--- config.mk ---
export PLATFORM = sky130hd
export DESIGN_NAME = cache_lookup_dm_flat
export DESIGN_NICKNAME = d
export VERILOG_FILES = /design/src/rtl/cache_lookup_dm_if.sv /design/src/rtl/cache_lookup_dm.sv /design/src/flat_wrapper.sv
export SDC_FILE = /design/constraint.sdc
export NUM_CORES = 1
export LEC_CHECK = 0
export BUFFER_PORTS_ARGS = -buffer_cell sky130_fd_sc_hd__buf_2
export CAP_MARGIN = 40
export CELL_PAD_IN_SITES_DETAIL_PLACEMENT = 1
export CELL_PAD_IN_SITES_GLOBAL_PLACEMENT = 1
export CORE_MARGIN = 2
export CORE_UTILIZATION = 55
export DETAILED_ROUTE_END_ITERATION = 8
export GPL_ROUTABILITY_DRIVEN = 0
export PLACE_DENSITY_LB_ADDON = 0.25
export SLEW_MARGIN = 20
export SYNTH_ARGS = -nofsm -noshare
export SYNTH_HDL_FRONTEND = slang
export SYNTH_SLANG_ARGS = --single-unit
--- constraint.sdc ---
create_clock -name clk_i -period 3.5 [get_ports clk_i]
set_input_delay 0.7 -clock clk_i [delete_from_list [all_inputs] [get_ports clk_i]]
set_output_delay 0.7 -clock clk_i [all_outputs]
set_load 0.005 [all_outputs]
--- src/rtl/cache_lookup_dm_if.sv ---
// rtl/cache_lookup_dm_if.sv - CPU request/response and line-fill bundle for cache_lookup_dm
interface cache_lookup_dm_if #(
  parameter int TAG_W      = 4,
  parameter int INDEX_W    = 2,
  parameter int LINE_WORDS = 32,
  parameter int DATA_W     = 8
);
  localparam int OFF_W  = $clog2(LINE_WORDS);
  localparam int ADDR_W = TAG_W + INDEX_W + OFF_W;
  localparam int LINE_W = TAG_W + INDEX_W;

  // CPU load port
  logic              req_valid;
  logic              req_ready;
  logic [ADDR_W-1:0] req_addr;
  logic              flush;
  logic              resp_valid;
  logic              resp_ready;
  logic [DATA_W-1:0] resp_data;
  logic              resp_hit;

  // backing memory line fetch
  logic              mem_req_valid;
  logic              mem_req_ready;
  logic [LINE_W-1:0] mem_req_line;
  logic              mem_rvalid;
  logic [DATA_W-1:0] mem_rdata;

  // cache engine side
  modport slave (
    input  req_valid, req_addr, flush, resp_ready, mem_req_ready, mem_rvalid, mem_rdata,
    output req_ready, resp_valid, resp_data, resp_hit, mem_req_valid, mem_req_line
  );

  // CPU + memory side (environment)
  modport master (
    output req_valid, req_addr, flush, resp_ready, mem_req_ready, mem_rvalid, mem_rdata,
    input  req_ready, resp_valid, resp_data, resp_hit, mem_req_valid, mem_req_line
  );
endinterface

--- src/rtl/cache_lookup_dm.sv ---
// rtl/cache_lookup_dm.sv - direct-mapped cache lookup engine; CACHE_STATS_EN adds saturating hit/miss counters
module cache_lookup_dm #(
  parameter int TAG_W      = 4,
  parameter int INDEX_W    = 2,
  parameter int LINE_WORDS = 32,
  parameter int DATA_W     = 8,
  parameter int STATS_W    = 16
) (
  input  logic                clk_i,
  input  logic                reset_n_i,
`ifdef CACHE_STATS_EN
  output logic [STATS_W-1:0]  hit_cnt_o,
  output logic [STATS_W-1:0]  miss_cnt_o,
`endif
  cache_lookup_dm_if.slave    bus
);
  localparam int OFF_W  = $clog2(LINE_WORDS);
  localparam int ADDR_W = TAG_W + INDEX_W + OFF_W;
  localparam int LINES  = 1 << INDEX_W;

  typedef enum logic [1:0] {
    S_IDLE   = 2'd0,
    S_LOOKUP = 2'd1,
    S_FILL   = 2'd2,
    S_RESP   = 2'd3
  } state_e;

  state_e                state_q, state_d;
  logic [ADDR_W-1:0]     addr_q;
  logic [LINES-1:0]      valid_q;
  logic [TAG_W-1:0]      tag_arr_q  [LINES];
  logic [DATA_W-1:0]     data_arr_q [LINES][LINE_WORDS];
  logic [OFF_W-1:0]      cnt_q;
  logic                  mem_acked_q;
  logic                  hit_q;

  logic [TAG_W-1:0]      tag_w;
  logic [INDEX_W-1:0]    idx_w;
  logic [OFF_W-1:0]      off_w;
  logic                  lookup_hit;
  logic                  beat_fire;
  logic                  last_beat;

  // Latched request fields; the request address is held for the whole transaction.
  assign tag_w = addr_q[ADDR_W-1 -: TAG_W];
  assign idx_w = addr_q[OFF_W +: INDEX_W];
  assign off_w = addr_q[OFF_W-1:0];

  assign lookup_hit = valid_q[idx_w] && (tag_arr_q[idx_w] == tag_w);
  // Beats only count once the fetch request has been handshaken.
  assign beat_fire  = (state_q == S_FILL) && mem_acked_q && bus.mem_rvalid;
  assign last_beat  = beat_fire && (cnt_q == OFF_W'(LINE_WORDS - 1));

  // State register.
  always_ff @(posedge clk_i) begin
    if (!reset_n_i) begin
      state_q <= S_IDLE;
    end else begin
      state_q <= state_d;
    end
  end

  // Next-state and output decode.
  always_comb begin
    state_d           = state_q;
    bus.req_ready     = 1'b0;
    bus.resp_valid    = 1'b0;
    bus.resp_data     = '0;
    bus.resp_hit      = 1'b0;
    bus.mem_req_valid = 1'b0;
    bus.mem_req_line  = '0;
    case (state_q)
      S_IDLE: begin
        bus.req_ready = !bus.flush;
        if (!bus.flush && bus.req_valid) begin
          state_d = S_LOOKUP;
        end
      end
      S_LOOKUP: begin
        state_d = lookup_hit ? S_RESP : S_FILL;
      end
      S_FILL: begin
        bus.mem_req_valid = !mem_acked_q;
        if (!mem_acked_q) begin
          bus.mem_req_line = {tag_w, idx_w};
        end
        if (last_beat) begin
          state_d = S_RESP;
        end
      end
      S_RESP: begin
        bus.resp_valid = 1'b1;
        bus.resp_data  = data_arr_q[idx_w][off_w];
        bus.resp_hit   = hit_q;
        if (bus.resp_ready) begin
          state_d = S_IDLE;
        end
      end
      default: begin
        state_d = S_IDLE;
      end
    endcase
  end

  // Control registers: address latch, valid bits, fill progress and hit flag.
  always_ff @(posedge clk_i) begin
    if (!reset_n_i) begin
      addr_q      <= '0;
      valid_q     <= '0;
      cnt_q       <= '0;
      mem_acked_q <= 1'b0;
      hit_q       <= 1'b0;
    end else begin
      case (state_q)
        S_IDLE: begin
          if (bus.flush) begin
            valid_q <= '0;
          end else if (bus.req_valid) begin
            addr_q <= bus.req_addr;
          end
        end
        S_LOOKUP: begin
          hit_q <= lookup_hit;
          if (!lookup_hit) begin
            // The line is being replaced, so it must not look valid while partially written.
            valid_q[idx_w] <= 1'b0;
            cnt_q          <= '0;
            mem_acked_q    <= 1'b0;
          end
        end
        S_FILL: begin
          if (!mem_acked_q && bus.mem_req_ready) begin
            mem_acked_q <= 1'b1;
          end
          if (beat_fire) begin
            cnt_q <= cnt_q + 1'b1;
          end
          if (last_beat) begin
            valid_q[idx_w] <= 1'b1;
            cnt_q          <= '0;
          end
        end
        default: begin
        end
      endcase
    end
  end

  // Tag and data arrays: written only by fill beats, never reset.
  always_ff @(posedge clk_i) begin
    if (beat_fire) begin
      data_arr_q[idx_w][cnt_q] <= bus.mem_rdata;
    end
    if (last_beat) begin
      tag_arr_q[idx_w] <= tag_w;
    end
  end

`ifdef CACHE_STATS_EN
  logic [STATS_W-1:0] hit_cnt_q;
  logic [STATS_W-1:0] miss_cnt_q;

  // Saturating hit/miss counters, bumped once per lookup; flush leaves them alone.
  always_ff @(posedge clk_i) begin
    if (!reset_n_i) begin
      hit_cnt_q  <= '0;
      miss_cnt_q <= '0;
    end else if (state_q == S_LOOKUP) begin
      if (lookup_hit) begin
        if (hit_cnt_q != {STATS_W{1'b1}}) begin
          hit_cnt_q <= hit_cnt_q + 1'b1;
        end
      end else begin
        if (miss_cnt_q != {STATS_W{1'b1}}) begin
          miss_cnt_q <= miss_cnt_q + 1'b1;
        end
      end
    end
  end

  assign hit_cnt_o  = hit_cnt_q;
  assign miss_cnt_o = miss_cnt_q;
`endif

endmodule
--- src/flat_wrapper.sv ---
// flat-port wrapper written by rule: the top's interface ports become plain ports
module cache_lookup_dm_flat 
#(
  parameter int TAG_W      = 4,
  parameter int INDEX_W    = 2,
  parameter int LINE_WORDS = 32,
  parameter int DATA_W     = 8,
  parameter int STATS_W    = 16
)
  (clk_i, reset_n_i, bus_req_valid, bus_req_addr, bus_flush, bus_resp_ready, bus_mem_req_ready, bus_mem_rvalid, bus_mem_rdata, bus_req_ready, bus_resp_valid, bus_resp_data, bus_resp_hit, bus_mem_req_valid, bus_mem_req_line);
  cache_lookup_dm_if #(.TAG_W(TAG_W), .INDEX_W(INDEX_W), .LINE_WORDS(LINE_WORDS), .DATA_W(DATA_W)) bus_i ();
  input  logic clk_i;
  input  logic reset_n_i;
  input wire logic [$bits(bus_i.req_valid)-1:0] bus_req_valid;
  input wire logic [$bits(bus_i.req_addr)-1:0] bus_req_addr;
  input wire logic [$bits(bus_i.flush)-1:0] bus_flush;
  input wire logic [$bits(bus_i.resp_ready)-1:0] bus_resp_ready;
  input wire logic [$bits(bus_i.mem_req_ready)-1:0] bus_mem_req_ready;
  input wire logic [$bits(bus_i.mem_rvalid)-1:0] bus_mem_rvalid;
  input wire logic [$bits(bus_i.mem_rdata)-1:0] bus_mem_rdata;
  output wire logic [$bits(bus_i.req_ready)-1:0] bus_req_ready;
  output wire logic [$bits(bus_i.resp_valid)-1:0] bus_resp_valid;
  output wire logic [$bits(bus_i.resp_data)-1:0] bus_resp_data;
  output wire logic [$bits(bus_i.resp_hit)-1:0] bus_resp_hit;
  output wire logic [$bits(bus_i.mem_req_valid)-1:0] bus_mem_req_valid;
  output wire logic [$bits(bus_i.mem_req_line)-1:0] bus_mem_req_line;
  assign bus_i.req_valid = bus_req_valid;
  assign bus_i.req_addr = bus_req_addr;
  assign bus_i.flush = bus_flush;
  assign bus_i.resp_ready = bus_resp_ready;
  assign bus_i.mem_req_ready = bus_mem_req_ready;
  assign bus_i.mem_rvalid = bus_mem_rvalid;
  assign bus_i.mem_rdata = bus_mem_rdata;
  assign bus_req_ready = bus_i.req_ready;
  assign bus_resp_valid = bus_i.resp_valid;
  assign bus_resp_data = bus_i.resp_data;
  assign bus_resp_hit = bus_i.resp_hit;
  assign bus_mem_req_valid = bus_i.mem_req_valid;
  assign bus_mem_req_line = bus_i.mem_req_line;
  cache_lookup_dm #(.TAG_W(TAG_W), .INDEX_W(INDEX_W), .LINE_WORDS(LINE_WORDS), .DATA_W(DATA_W), .STATS_W(STATS_W)) u_core (.clk_i(clk_i), .reset_n_i(reset_n_i), .bus(bus_i));
endmodule
**After elaboration in Yosys (flattened, before gate mapping)**

Memory sizes are Yosys's and may differ from the RTL's. A register that Yosys moved wholly into a read port is not among the register bits.
Index checks and enable logic that the tools add are counted.

- Flip-flop bits (word level): 24
- Bits in latches: 0
- Memory bits (writable): 1040
- ROM bits: 0
- Input bits: 26
- Output and inout bits: 18
- Word-level logic and storage cells: 90
- Memories: 2

- Add/subtract/negate cells: 1
- $mul: 0
- Div/mod/pow operators: 0
- Order comparisons: 5
- Equality and inequality tests: 12
- Shift-type cells: 0
- Muxes and demuxes: 40
- Bitwise operators: 6
- Reduce and logical (&&, ||, !) cells: 18

Memories:

| memory | depth | bits a word | read ports | clocked after memory_dff | wr ports | line | RTL |
|---|---|---|---|---|---|---|---|
| u_core.data_arr_q | 4 | 256 | 1 | 1 | 1 | cache_lookup_dm.sv:32 | `logic [DATA_W-1:0] data_arr_q [LINES][LINE_WORDS];` |
| u_core.tag_arr_q | 4 | 4 | 1 | 1 | 1 | cache_lookup_dm.sv:31 | `logic [TAG_W-1:0] tag_arr_q [LINES];` |

Operators with widths:

| kind | number |
|---|---|
| two-way mux 256 bit | 1 |
| binary-select mux 8 bit (select 5 bit) | 1 |
| demux 8 bit (select 5 bit) | 1 |
| two-way mux 8 bit | 4 |
| two-way mux 5 bit | 3 |
| two-way mux 2 bit | 7 |
| >= comparator 6 bit (second input constant) | 2 |
| two-way mux 1 bit | 12 |
| two-way mux 4 bit | 3 |
| two-way mux 6 bit | 2 |
| NOT 5 -> 6 bit | 2 |
| one-hot mux 4 bit (3 select lines) | 1 |
| AND reduction 3 bit | 4 |
| one-hot mux 5 bit (2 select lines) | 1 |
| logical AND 1 bit | 8 |
| inequality test 2 bit (second input constant) | 4 |
| one-hot mux 2 bit (4 select lines) | 1 |
| < comparator 6 x 1 -> 1 bit (second input constant) | 1 |
| adder 5 x 1 -> 5 bit (second input constant) | 1 |
| equality test 5 bit (second input constant) | 1 |
| bitwise AND 4 bit | 1 |
| equality test 2 bit (second input constant) | 2 |
| equality test 4 bit | 1 |
| inequality test 2 x 1 -> 1 bit (second input constant) | 2 |
| 15 further kinds | 16 |

**Longest topological paths before layout**

- Depth after elaboration: 8
- Depth in mapped cells: 12
- Mapped depth without buffers: 7

**Worst setup path after synthesis**

No wires, ideal clock.

- Kind: flip-flop to output port
- Start: reg with a tool-made name
- End: out bus_resp_data[5]
- Arrival: 2.245 ns
- Required time: 2.800 ns
- Slack: 0.555 ns
- Cell stages (with the launch flop): 9
- Buffers on the path: 4
- Cells stage by stage: dfxtp_1 buf_6 buf_6 buf_2 buf_2 mux4_2 mux4_2 a21oi_1 nand3_1

RTL lines:

| item | line | RTL |
|---|---|---|
| end: declaration | flat_wrapper.sv:23 | `output wire logic [$bits(bus_i.resp_data)-1:0] bus_resp_data;` |

==> results.toml <==
[synthesis]
yosysSeqAreaShare = 0.754
synth_top_area_share = 0.742
synthTopCellsByCount = "edfxtp_1 (1040), mux2i_1 (210), mux4_2 (191)"
synth_largest_area_cell = "edfxtp_1"
synth_edf_count = 1040
syn_area_sq_um = 42100
synth.most_common_cell = "edfxtp_1"
synth_nets = 2218
yosys_warnings = 0
postSynth.asyncResetShare = 0
avgSynthCellArea_sq_um = 19.3
syn_inst = 2181
ys_types = 52
synth_seq_cells = 1066
ys.flop_type = "edfxtp_1"
synth_area_leaders = "edfxtp_1 (74%), mux4_2 (10%), mux2i_1 (5.0%)"

[clock_network]
numCtsBuffers = 104
clk_pin_slew_ps = 60
clk_latency_ps = 690
cts.htree.levels = 3
cts_root_buf = "clkbuf_16"
cts_max_path_buffers = 3
clock-sinks = 1066
cts_tree = "yes"
cts_hold_buffers = 0

[die]
coreArea_sq_um = 75800
dieWidth_um = 281
num_rows = 101
die_h_um = 281
start_util = 0.555
die_area_sq_um = 78800
io_pins = 44

[critical_path]
worst_setup_path_end_kind = "primary output"
timing.rr.start = "u_core.state_q[0]"
critical_path_depth = 9
setup.worst_path.end = "bus_resp_data[6]"
cp_cell_sequence = "buf_12 -> buf_8 -> mux4_2 -> o211ai_1 -> nand4_1 -> nor3_4 -> a31oi_1 -> buf_4 -> buf_6"
r2r_slack_ps = 130
crit_fanout = 12
critPathKind = "reg2out"
worst_path_largest_cell_delay_ps = 510
crit_required_ps = 2800
rr_endpoint = "u_core.data_arr_q[3][230]"
critPathBufInv = 4
critPathSlowestCell = "mux4_2"
worstPathArrival_ps = 3380
cp_top_family = "buffers and inverters"
r2r_cells = 8
cp-start-kind = "flip-flop"

[sta]
period_minus_slack_ps = 4080
worstMarginPinSlew_ps = 841
setup_viol = 8
fmax_mhz = 245
rsz0062_at_grt = "true"
setup_slack_ps = -577
skew_ps = 26.0
setup_tns_ps = -4230
slew_headroom = 0.438
fin_crit_sh = 1.16
slew_viol_final = 0
hold_slack_ps = 281
final_hold_viol_count = 0

[placed_design]
dp_hpwl_um = 71800
numPortBuffers = 43
place_area_sq_um = 45700
numPlacedInstances = 3366
place_ws_ps = -312

[power_and_ir_drop]
power.leakage_nw = 16.2
p_total_mw = 28.7
clkPwrFrac = 0.381
p_seq_frac = 0.493
power.switching_mw = 7.02
power_density_nw_per_um2 = 568
peakVddDrop_v = 0.000536
pwr-share-comb = 0.126
intPower_mw = 21.6
switching_share = 0.245

[finish]
syn2layout_area_growth_pct = 19.8
fin_nets = 2588
fin_util = 0.665
drive_above_1_share = 0.313
fin_cells = 3610
final_area_sq_um = 50400

[detailed_routing]
ant_nets = 0
finalWirelength_um = 128000
vias = 24400
avgRoutedWirePerCell_um = 35.4
drt_iter0_drc = 3527
vias_per_cell = 6.77
drc = 0
firstDrtPassIters = 5

[grt]
track_usage = 0.327
antenna_found_initial = 4
grt_pass1_vias = 25300
grt_max_degree = 87
grt_pass1_wl_um = 182000
overflow = 0

[hold_path]
hold_path_class = "in2reg"

[run_status]
status = "finished with violations"
violations = "setup timing"

[flow_run]
cap_violations = 0
-- kinds of logic (layout without fill, tap and decap cells) --
logic type	Yosys count	in the layout	synth area share
buf+inv	139	589	0.0161
other cells	0	1	0
flops	1066	1066	0.754
fa+ha+maj	11	11	0.00327
xor+xnor	4	4	0.000832
simple gates	350	350	0.0381
compound gates	203	203	0.0339
mux	408	408	0.154
-- flip-flops by register name (all words and copies together) (netlist names), named ones only --
signal and cells:
u_core.data_arr_q 1024, u_core.tag_arr_q 16, u_core.addr_q 11, u_core.cnt_q 5, u_core.valid_q 4, u_core.state_q 2
u_core.hit_q 1, u_core.mem_acked_q 1
-- repair_timing --
action / in CTS / in global routing
pin swaps: 23 / 18
buffers inserted: 34 / 15
resized for setup: 120 / 51
gates cloned: 8 / 2
endpoints found under the setup margin: 8 / 8
-- cell usage in the layout, fill, tap and decap left out, types with 6 or more instances in the layout --
master     instances
a21oi_1           31
a21oi_2           12
a22oi_1           89
a31oi_1            7
and2_1            16
buf_12            45
buf_16            13
buf_2             34
buf_4            271
buf_6             17
buf_8             10
bufinv_16          6
clkbuf_1          22
clkbuf_16        108
clkinv_1          27
clkinv_2          17
dfxtp_1           21
edfxtp_1        1040
ha_1              11
inv_1              9
mux2i_1          196
mux2i_2            6
mux2i_4            8
mux4_2           191
nand2_1           65
nand2b_1           7
nand3_1           40
nor2_1           148
nor2b_1           14
nor3_1             9
o211ai_1          11
o21ai_0            7
-- how the worst min path moves through the flow --
stage               startpoint  depth (start not counted)               end
2_1_floorplan     u_core.hit_q                          2      u_core.hit_q
3_3_place_gp      u_core.hit_q                          2      u_core.hit_q
3_5_place_dp      u_core.hit_q                          2      u_core.hit_q
4_1_cts        bus_req_addr[9]                          3  u_core.addr_q[9]
5_1_grt        bus_req_addr[7]                          3  u_core.addr_q[7]
6_report       bus_req_addr[9]                          3  u_core.addr_q[9]
-- layer usage --
layer / global-route usage / vias to the layer above / wire length (um)
met5: 0 / - / 39
met4: 0.135 / 6 / 5240
li1: - / 9620 / -
met3: 0.0571 / 310 / 12000
met1: 0.440 / 12700 / 47400
met2: 0.534 / 1768 / 63000
-- power groups by stage --
| stage | registers [mW] | clock network [mW] | logic [mW] |
|---|---|---|---|
| after floorplan | 14.3 | 0 | 1.75 |
| after global placement | 14.4 | 0 | 2.85 |
| after detailed placement | 14.4 | 0 | 2.96 |
| after CTS | 14.1 | 10.9 | 3.38 |
| after global routing | 14.1 | 11.4 | 3.75 |
| final | 14.1 | 10.9 | 3.62 |
-- worst min-delay path, stage by stage --
cell	delay [ps]
buf_2	100
nand3_1	60
a21oi_1	50
-- final cells by class --
class	count	area (sq um)
repair buffers	393	3890
clock buffers	130	2760
well taps	978	1220
flip-flops and latches	1066	31800
diodes	1	2.50
clock inverters	56	453
fillers	6189	25400
multi-input cells	976	10300
inverters	10	37.5
No activity file was read; power rests on OpenSTA's default activity.
